$ cat config.mk
export PLATFORM = sky130hd
export DESIGN_NAME = dmem_lsu
export DESIGN_NICKNAME = d
export VERILOG_FILES = /design/src/rtl/dmem_lsu.sv
export SDC_FILE = /design/constraint.sdc
export NUM_CORES = 1
export LEC_CHECK = 0
export BUFFER_PORTS_ARGS = -buffer_cell sky130_fd_sc_hd__buf_4
export CORE_MARGIN = 2
export CORE_UTILIZATION = 40
export CTS_CLUSTER_DIAMETER = 40
export DETAILED_ROUTE_END_ITERATION = 16
export GPL_TIMING_DRIVEN = 0
export PLACE_DENSITY = 0.72
export SLEW_MARGIN = 20
export SYNTH_ARGS = -nofsm -noshare
export SYNTH_HDL_FRONTEND = slang
export SYNTH_SLANG_ARGS = --single-unit
$ cat constraint.sdc
create_clock -name clock -period 1.9 [get_ports clock]
set_clock_uncertainty 0.05 [all_clocks]
set_input_delay 0.285 -clock clock [delete_from_list [all_inputs] [get_ports clock]]
set_output_delay 0.285 -clock clock [all_outputs]
set_load 0.01 [all_outputs]
$ cat src/rtl/dmem_lsu.sv
// Load/store initiator for the word-addressed data RAM: one request in flight,
// byte-lane stores, aligned and extended loads, error response for bad requests.
module dmem_lsu #(
  parameter logic [31:0] BASE_ADDR = 32'h0000_0000,
  parameter int          DEPTH     = 28672
) (
  input  logic        clock,
  input  logic        resetn,
  input  logic        req_valid,
  output logic        req_ready,
  input  logic        req_write,
  input  logic [1:0]  req_size,
  input  logic        req_unsigned,
  input  logic [31:0] req_addr,
  input  logic [31:0] req_wdata,
  output logic        rsp_valid,
  input  logic        rsp_ready,
  output logic [31:0] rsp_rdata,
  output logic        rsp_error,
  output logic [31:0] mem_addr,
  output logic [3:0]  mem_wenable,
  output logic [31:0] mem_wdata,
  input  logic [31:0] mem_rdata
);

  typedef enum logic [1:0] {IDLE, RDWAIT, RESP} state_t;

  localparam logic [31:0] LIMIT = 32'(DEPTH) << 2;

  state_t      state_reg, state_next;
  logic [31:0] index_reg;
  logic [31:0] rdata_reg;
  logic        error_reg;
  logic [1:0]  off_reg;
  logic [1:0]  size_reg;
  logic        uns_reg;

  logic [31:0] offset;
  logic        fault;
  logic        fire;
  logic        store_fire;
  logic [3:0]  lane_sel;
  logic [7:0]  byte_sel;
  logic [15:0] half_sel;
  logic [31:0] load_data;

  assign offset = req_addr - BASE_ADDR;

  // Wrap-around of the subtraction is caught by the explicit below-base test.
  assign fault = (req_size == 2'b11)
              || (req_size == 2'b01 && req_addr[0])
              || (req_size == 2'b10 && req_addr[1:0] != 2'b00)
              || (req_addr < BASE_ADDR)
              || (offset >= LIMIT);

  assign req_ready  = (state_reg == IDLE) && resetn;
  assign fire       = req_valid && req_ready;
  assign store_fire = fire && !fault && req_write;

  assign mem_addr  = (state_reg == IDLE) ? {2'b00, offset[31:2]} : index_reg;
  assign rsp_valid = (state_reg == RESP);
  assign rsp_rdata = rdata_reg;
  assign rsp_error = error_reg;

  always_comb begin
    lane_sel  = 4'b0000;
    mem_wdata = req_wdata;
    case (req_size)
      2'b00: begin
        lane_sel  = 4'b0001 << req_addr[1:0];
        mem_wdata = {4{req_wdata[7:0]}};
      end
      2'b01: begin
        lane_sel  = req_addr[1] ? 4'b1100 : 4'b0011;
        mem_wdata = {2{req_wdata[15:0]}};
      end
      2'b10:   lane_sel = 4'b1111;
      default: lane_sel = 4'b0000;
    endcase
  end

  genvar gi;
  generate
    for (gi = 0; gi < 4; gi++) begin : g_lane
      assign mem_wenable[gi] = store_fire && lane_sel[gi];
    end
  endgenerate

  always_comb begin
    byte_sel  = mem_rdata[8*off_reg +: 8];
    half_sel  = off_reg[1] ? mem_rdata[31:16] : mem_rdata[15:0];
    load_data = mem_rdata;
    case (size_reg)
      2'b00:   load_data = {{24{~uns_reg & byte_sel[7]}}, byte_sel};
      2'b01:   load_data = {{16{~uns_reg & half_sel[15]}}, half_sel};
      default: load_data = mem_rdata;
    endcase
  end

  always_comb begin
    state_next = state_reg;
    case (state_reg)
      IDLE: begin
        if (fire) state_next = (fault || req_write) ? RESP : RDWAIT;
      end
      RDWAIT:  state_next = RESP;
      RESP: begin
        if (rsp_ready) state_next = IDLE;
      end
      default: state_next = IDLE;
    endcase
  end

  always_ff @(posedge clock) begin
    if (!resetn) begin
      state_reg <= IDLE;
      index_reg <= 32'h0;
      rdata_reg <= 32'h0;
      error_reg <= 1'b0;
      off_reg   <= 2'b00;
      size_reg  <= 2'b00;
      uns_reg   <= 1'b0;
    end else begin
      state_reg <= state_next;
      case (state_reg)
        IDLE: begin
          if (fire) begin
            index_reg <= {2'b00, offset[31:2]};
            off_reg   <= req_addr[1:0];
            size_reg  <= req_size;
            uns_reg   <= req_unsigned;
            rdata_reg <= 32'h0;
            error_reg <= fault;
          end
        end
        RDWAIT: begin
          rdata_reg <= load_data;
          error_reg <= 1'b0;
        end
        default: ;
      endcase
    end
  end

endmodule

==> impl_results.md, run 1 <==
* Compound-gate portion of the synthesized area at 18.9%
* Cell Chain, Critical Path: and4bb_4 -> nand3_4 -> nor4_4 -> o21a_1 -> buf_6
* IO Port Bufs at 202
* Final nets at 773
* Largest net degree at the start of global routing at 20
* Prevailing post-synth register cell: dfxtp_1
* Comb power frac at 26.0%
* DRT Pass-1 Iters at 5
* Startpoint types: flop
* Vias in the first global route at 4041
* Total core area at 9640 µm²
* Failing checks: negative setup slack
* Initial Util at 40.5%
* Die area at 10600 µm²
* Maximum vdd drop at 0.331 mV
* Slowest cell on the critical path: and4bb_4
* Clk sinks at 70
* Clock root buffer: clkbuf_8
* Max-slew violations at 0
* Clk_lat worst skew at 0.35 ns
* Pint at 0.00258 W
* Worst Tran Pin Value at 0.698 ns
* Final setup margin at -0.107 ns
* Iteration-0 DRC Markers at 101
* Relative slew slack at 53.3%
* Die height at 103 µm
* Initial antenna violation count at 0
* Synth area leaders: dfxtp_1 (36%), mux2_2 (15%), nand2_1 (8.4%), o21ai_0 (8.3%), a221o_1 (4.1%)
* DP Cell Count at 788
* Area Overhead vs Synth at 52.3%
* Final period util at 106%
* Synth top area share at 35.9%
* Minimum clock period at 2.01 ns
* Ports at 207
* Total CTS buffers at 9
* Via density per instance at 5.18
* Synth area leader: dfxtp_1
* Vias at 4178
* Routability Congestion at 0.933
* HP Class: in2reg
* Mapped Cells at 452
* Layout cells sized above 1 at 47.6%
* CTS H-tree depth at 3
* Site Rows at 36
* GRT Util Overall at 23.9%
* Final hold vios at 0
* Setup TNS Final at -1.94 ns
* Peak Freq at 498 MHz
* Endpoints failing setup at 34
* Largest family of logic cells by synthesized area: multiplexers
* Die width at 103 µm
* Outcome: complete, but fails checks
* Placed inst area at 5590 µm²
* Largest register FFs at 32
* Switching pwr at 0.00110 W
* Synth Cell Area at 3900 µm²
* Clock buffer depth at 2
* Portion of netlist area occupied by mux cells at 20.5%
* Clock transition at path regs at 0.08 ns
* Hold buffers post-CTS at 0
* Worst EP arrival at 1.67 ns
* Final HPWL DP at 10.4 mm
* Synth Area in Adders at 0%
* Finished Cell Area at 5940 µm²
* Util after Layout at 61.6%
* Synth Area in XOR/XNOR at 0.225%
* Clock power share at 31.6%
* Post-route antenna net violation count at 0
* CTS tree: done
* ANT cells at 0
* Unrepaired setup endpoints after global routing: yes
* CP Capture Type: primary output
* Congestion Overflow GR at 0
* Post-synth EDFFs at 0
* First-pass GRT wire length at 19.5 mm
* Design Power at 0.00368 W
* Leakage power at 2.65 nW
* Max-cap violations at 0
* Syn Area/Cell at 8.63 µm²
* Seq cells post-synth at 70
* PD cells at 619 nW/µm²
* Required @ worst endpoint at 1.56 ns
* Yosys cell types at 48
* Sequential share of power at 42.3%
* Highest fanout seen on the critical path at 4
* YS warnings at 0
* Max stage delay on crit path at 0.35 ns
* Switching portion of total power at 29.9%
* # DRC at 0
* Synth async-reset ratio at 0%
* Final WL at 13.2 mm
* Simple-Gate Fraction of Synth Area at 17.5%
* Sequential element share of the synthesized area at 35.9%
* Worst setup path class: reg2out
* Cell Count, Final, Fillers Out at 807
* WL/cell at 16.4 µm
-- critical path: cells and delay by family, from the launching register on --
family | cells | cell delay [ns]
flip-flops | 1 | 0.34
AO/OA/AOI/OAI | 1 | 0.23
AND/OR/NAND/NOR | 3 | 0.65
buffers and inverters | 1 | 0.12
-- logic make-up (layout without fill, tap and decap cells) --
kind of cell,Yosys count,after routing
xor+xnor,1,1
buf+inv,53,274
compound gates,115,115
flops,70,70
other cells,1,2
mux,71,71
simple gates,141,141
-- power groups by stage --
| stage | clock [W] | combinational (W) | sequential, W |
|---|---|---|---|
| 2_1_floorplan | 0 | 0.000464 | 0.00158 |
| 3_3_place_gp | 0 | 0.000907 | 0.00159 |
| 3_5_place_dp | 0 | 0.000922 | 0.00159 |
| 4_1_cts | 0.00118 | 0.000940 | 0.00156 |
| 5_1_grt | 0.00123 | 0.00104 | 0.00156 |
| 6_report | 0.00116 | 0.000957 | 0.00156 |
-- layout by cell type (no fill, tap or decap), types with 2 or more instances in the layout --
cell,synthesis,layout
mux2i_1,15,15
mux2_4,2,2
and2_1,2,2
dfxtp_1,70,68
mux2_2,53,53
inv_1,5,5
a221o_1,16,16
nor4_4,0,3
buf_1,6,3
a21oi_1,14,13
buf_6,2,9
buf_2,7,6
clkbuf_8,0,11
conb_1,1,2
clkinvlp_4,0,2
inv_6,0,2
nand2b_1,17,17
clkbuf_1,21,19
nor2b_1,9,7
nor2b_4,1,2
nor3_1,3,3
buf_4,11,213
nor2_2,1,2
o21a_1,2,2
o21ai_0,65,65
a32o_1,8,8
nand2_1,87,87
nor2_1,7,6
-- layout make-up --
cell class / instances / area (µm²)
Buffer: 46 / 264
Multi-Input combinational cell: 330 / 2310
Clock buffer: 11 / 151
Tap cell: 133 / 166
Timing Repair Buffer: 207 / 1580
Fill cell: 875 / 3700
Sequential cell: 70 / 1410
Clock inverter: 5 / 41.3
Inverter: 5 / 18.8
-- Yosys cell counts, types with 2 or more instances --
master,number
and2_1,2
a221o_1,16
a21oi_1,14
nand2b_1,17
nor4_1,3
o21a_1,2
o21ai_0,65
buf_6,2
a32o_1,8
nor2b_1,9
mux2_2,53
nand2_1,87
nand3_1,2
buf_4,11
nor2_1,7
clkbuf_1,21
mux2_4,2
buf_2,7
nor3_1,3
buf_1,6
mux2i_1,15
inv_1,5
dfxtp_1,70
-- metal layers --
layer	track usage [%]	vias up	wire length, µm
li1	-	2015	-
met5	0	-	0
met3	5.63	35	1200
met1	25.6	1934	4880
met2	43.8	194	6660
met4	11.6	0	483
-- final timing paths --
| kind | start | to | slack [ns] | depth (start not counted) |
|---|---|---|---|---|
| min | req_unsigned | uns_reg$_SDFFE_PN0P_ | 0.08 | 3 |
| max reg2reg | off_reg[1]$_SDFFE_PN0P_ | rsp_rdata[13]$_SDFFE_PN0P_ | 0.09 | 5 |
| min reg2reg | rsp_rdata[4]$_SDFFE_PN0P_ | rsp_rdata[4]$_SDFFE_PN0P_ | 0.41 | 2 |
| max | state_reg[0]$_SDFFE_PN0P_ | mem_wenable[3] | -0.11 | 5 |
-- repair_timing --
item,4_1_cts,5_1_grt
gates cloned,0,0
pin swaps,3,5
endpoints found under the setup margin,43,52
gates resized for setup,19,16
setup buffers,4,1
-- through the flow --
stage | hold WS [ns] | worst slack (ns)
2_1_floorplan | 0.343 | 0.175
4_1_cts | 0.0715 | -0.229
6_report | 0.0826 | -0.107
3_5_place_dp | 0.399 | -0.322
3_3_place_gp | 0.387 | -0.320
5_1_grt | 0.0915 | -0.187
No activity file was read; power rests on OpenSTA's default activity.
==> inputs of run 2 (changes only) <==
ABC_AREA = 1   (was not set)
CORE_MARGIN = not set   (was 2)
==> impl_results.md, run 2 <==
* Outcome: completed (was complete, but fails checks)
* IO Port Bufs at 203 (was 202)
* Cell Count, Final, Fillers Out at 1007 (was 807)
* Seq. cell area at 1410 µm² (about the same)
* Peak Freq at 528 MHz (was 498 MHz)
* Most common cell after layout, fill and taps aside: buf_4 (unchanged)
* Total core area at 9820 µm² (was 9640 µm²)
* Final HPWL DP at 10.6 mm (was 10.4 mm)
* Synth top area share at 34.5% (was 35.9%)
* Synth area leaders: dfxtp_1 (34%), nand2_1 (17%), o21ai_0 (11%), a21oi_1 (7.8%), inv_1 (6.2%) (was dfxtp_1 (36%), mux2_2 (15%), nand2_1 (8.4%), o21ai_0 (8.3%), a221o_1 (4.1%))
* Max-slew violations at 0 (unchanged)
* R2r startpoint: size_reg[1]$_SDFFE_PN0P_ (was off_reg[1]$_SDFFE_PN0P_)
* Minimum clock period at 1.89 ns (was 2.01 ns)
* Highest fanout seen on the critical path at 4 (unchanged)
* Cell Chain, Critical Path: nor3_4 -> nand2_2 -> buf_6 -> nor2_4 -> nand2_4 -> nor2_2 -> buf_4 (was and4bb_4 -> nand3_4 -> nor4_4 -> o21a_1 -> buf_6)
* Required @ worst endpoint at 1.56 ns (about the same)
* Hold buffers post-CTS at 0 (unchanged)
* Worst Tran Pin Value at 0.678 ns (was 0.698 ns)
* Post-synth EDFFs at 0 (unchanged)
* Clk_lat worst skew at 0.34 ns (was 0.35 ns)
* Hold Path End: index_reg[20]$_SDFFE_PN0P_ (was uns_reg$_SDFFE_PN0P_)
* Slowest cell on the critical path: dfxtp_4 (was and4bb_4)
* Hold depth at 3 (unchanged)
* Maximum vdd drop at 0.392 mV (was 0.331 mV)
* Endpoints failing setup at 0 (was 34)
* Kind of cell adding the most delay to the critical path: simple AND/OR/NAND/NOR gates (unchanged)
* Sequential element share of the synthesized area at 34.5% (was 35.9%)
* CTS tree: done (unchanged)
* Area Overhead vs Synth at 50.3% (was 52.3%)
* Min-Delay Startpoint: req_addr[22] (was req_unsigned)
* PD cells at 638 nW/µm² (was 619 nW/µm²)
* Congestion Overflow GR at 0 (unchanged)
* Seq cells post-synth at 70 (unchanged)
* Synth area leader: dfxtp_1 (unchanged)
* Placed inst area at 5760 µm² (was 5590 µm²)
* Worst EP arrival at 1.56 ns (was 1.67 ns)
* Syn Area/Cell at 6.28 µm² (was 8.63 µm²)
* Met1 wire length at 5.73 mm (was 4.88 mm)
* Multi-input logic area at 2210 µm² (was 2310 µm²)
* Finished Cell Area at 6110 µm² (was 5940 µm²)
* Leakage power at 2.95 nW (was 2.65 nW)
* Post-route antenna net violation count at 0 (unchanged)
* Util after Layout at 62.3% (was 61.6%)
* Mapped Cells at 648 (was 452)
* Initial Util at 41.4% (was 40.5%)
* Most frequent cells in the layout: buf_4 (223), nand2_1 (181), o21ai_0 (88), dfxtp_1 (68), inv_1 (67) (was buf_4 (213), nand2_1 (87), dfxtp_1 (68), o21ai_0 (65), mux2_2 (53))
* Startpoint types: flop (unchanged)
* Largest register FFs at 32 (unchanged)
* DR top layer: met4 (unchanged)
* Worst setup path class: reg2out (unchanged)
* Relative slew slack at 54.8% (was 53.3%)
* Setup TNS Final at 0 ns (was -1.94 ns)
* Clock root buffer: clkbuf_8 (unchanged)
* CP Capture Type: primary output (unchanged)
* Clock transition at path regs at 0.08 ns (about the same)
* Die height at 103 µm (about the same)
* GRT Util Overall at 25.3% (was 23.9%)
* Final-layout fill cell count at 968 (was 875)
* Met2 Wirelength at 6.50 mm (was 6.66 mm)
* Iteration-0 DRC Markers at 233 (was 101)
* R2R Setup Slk at 0.28 ns (was 0.09 ns)
* Die area at 10600 µm² (about the same)
* Final WL at 13.7 mm (was 13.2 mm)
* WL/cell at 13.6 µm (was 16.4 µm)
* Initial antenna violation count at 0 (unchanged)
* Vias at 5036 (was 4178)
* Worst path depth at 7 (was 5)
* Synth Cell Area at 4070 µm² (was 3900 µm²)
* Unrepaired setup endpoints after global routing: yes (unchanged)
* Final nets at 973 (was 773)
* Layout cells sized above 1 at 34.9% (was 47.6%)
* Vias in the first global route at 4491 (was 4041)
* Yosys cell types at 30 (was 48)
* FF-to-FF End: rsp_rdata[4]$_SDFFE_PN0P_ (was rsp_rdata[13]$_SDFFE_PN0P_)
* Met3 wire len at 1.28 mm (was 1.20 mm)
* DRT Pass-1 Iters at 5 (unchanged)
* Max stage delay on crit path at 0.37 ns (was 0.35 ns)
* Ports at 207 (unchanged)
* CTS H-tree depth at 3 (unchanged)
* HP Class: in2reg (unchanged)
* Synth async-reset ratio at 0% (unchanged)
* Final period util at 99.7% (was 106%)
* ANT cells at 0 (unchanged)
* Worst Reg-to-Reg Cells at 6 (was 5)
* Site Rows at 36 (unchanged)
* # DRC at 0 (unchanged)
* Prevailing post-synth register cell: dfxtp_1 (unchanged)
* Routability Congestion at 0.904 (was 0.933)
* Die width at 103 µm (about the same)
* Final hold vios at 0 (unchanged)
* Via density per instance at 5.00 (was 5.18)
* Clk sinks at 70 (unchanged)
* Buf+Inv Stages, Crit Path at 2 (was 1)
* DP Cell Count at 985 (was 788)
* YS warnings at 0 (unchanged)
* Largest net degree at the start of global routing at 12 (was 20)
* Design Power at 0.00390 W (was 0.00368 W)
* Max-cap violations at 0 (unchanged)
* Clock buffer depth at 2 (unchanged)
* Most instantiated library cell after synthesis: nand2_1 (unchanged)
* Total CTS buffers at 9 (unchanged)
* First-pass GRT wire length at 20.9 mm (was 19.5 mm)
* Most frequent cells after synthesis: nand2_1 (184), o21ai_0 (88), dfxtp_1 (70), inv_1 (67), a21oi_1 (63) (was nand2_1 (87), dfxtp_1 (70), o21ai_0 (65), mux2_2 (53), clkbuf_1 (21))
==> run 2: worst max path at each step <==
stage / start / endpoint / slack (ns)
global route: state_reg[0]$_SDFFE_PN0P_ / mem_wenable[1] / -0.07
CTS: state_reg[0]$_SDFFE_PN0P_ / mem_addr[13] / -0.03
detailed placement: req_size[1] / mem_wdata[25] / -0.17
global placement: req_size[1] / mem_wdata[29] / -0.19
finish: state_reg[0]$_SDFFE_PN0P_ / mem_wenable[1] / 0.005
floorplan: resetn / mem_wenable[0] / 0.23
==> run 2: layout make-up <==
| type | instances | share of cell area (%) |
|---|---|---|
| clock buffers | 12 | 2.37 |
| inverters | 71 | 4.40 |
| flip-flops and latches | 70 | 23.0 |
| plain buffers | 48 | 4.50 |
| clock inverters | 4 | 1.15 |
| multi-input cells | 460 | 36.2 |
| repair buffers | 209 | 25.7 |
| well taps | 133 | 2.72 |
==> run 2: through the flow <==
stage,setup WS [ns],hold slack (ns)
finish,0.00513,0.173
global route,-0.0675,0.166
CTS,-0.0263,0.155
detailed placement,-0.174,0.392
global placement,-0.190,0.386
floorplan,0.232,0.374
==> run 2: kinds of logic after synthesis <==
group | synth area share (%)
flip-flops | 34.5
AO/OA/AOI/OAI | 24.4
buffers and inverters | 12.8
other | 0.0922
AND/OR/NAND/NOR | 28.2
==> run 2: report_power, final <==
group          switching (W)  internal (W)  total, W
sequential         0.0000220       0.00152   0.00154
combinational       0.000562      0.000469   0.00103
clock               0.000557      0.000772   0.00133
==> run 2: timing repair <==
item                                    4_1_cts  5_1_grt
resized for setup                            20       20
pin swaps                                     2        3
endpoints found under the setup margin       46       46
setup buffers                                 3        3
==> run 2: routing by layer <==
metal / track usage, % / vias to the layer above
li1: - / 2507
met2: 42.0 / 239
met5: 0 / -
met1: 31.8 / 2268
met3: 8.14 / 22
met4: 6.28 / 0
==> run 2: tightest hold or removal path: stages <==
cell,delay (ns)
buf_4,0.10
o21ai_1,0.06
a21oi_1,0.10
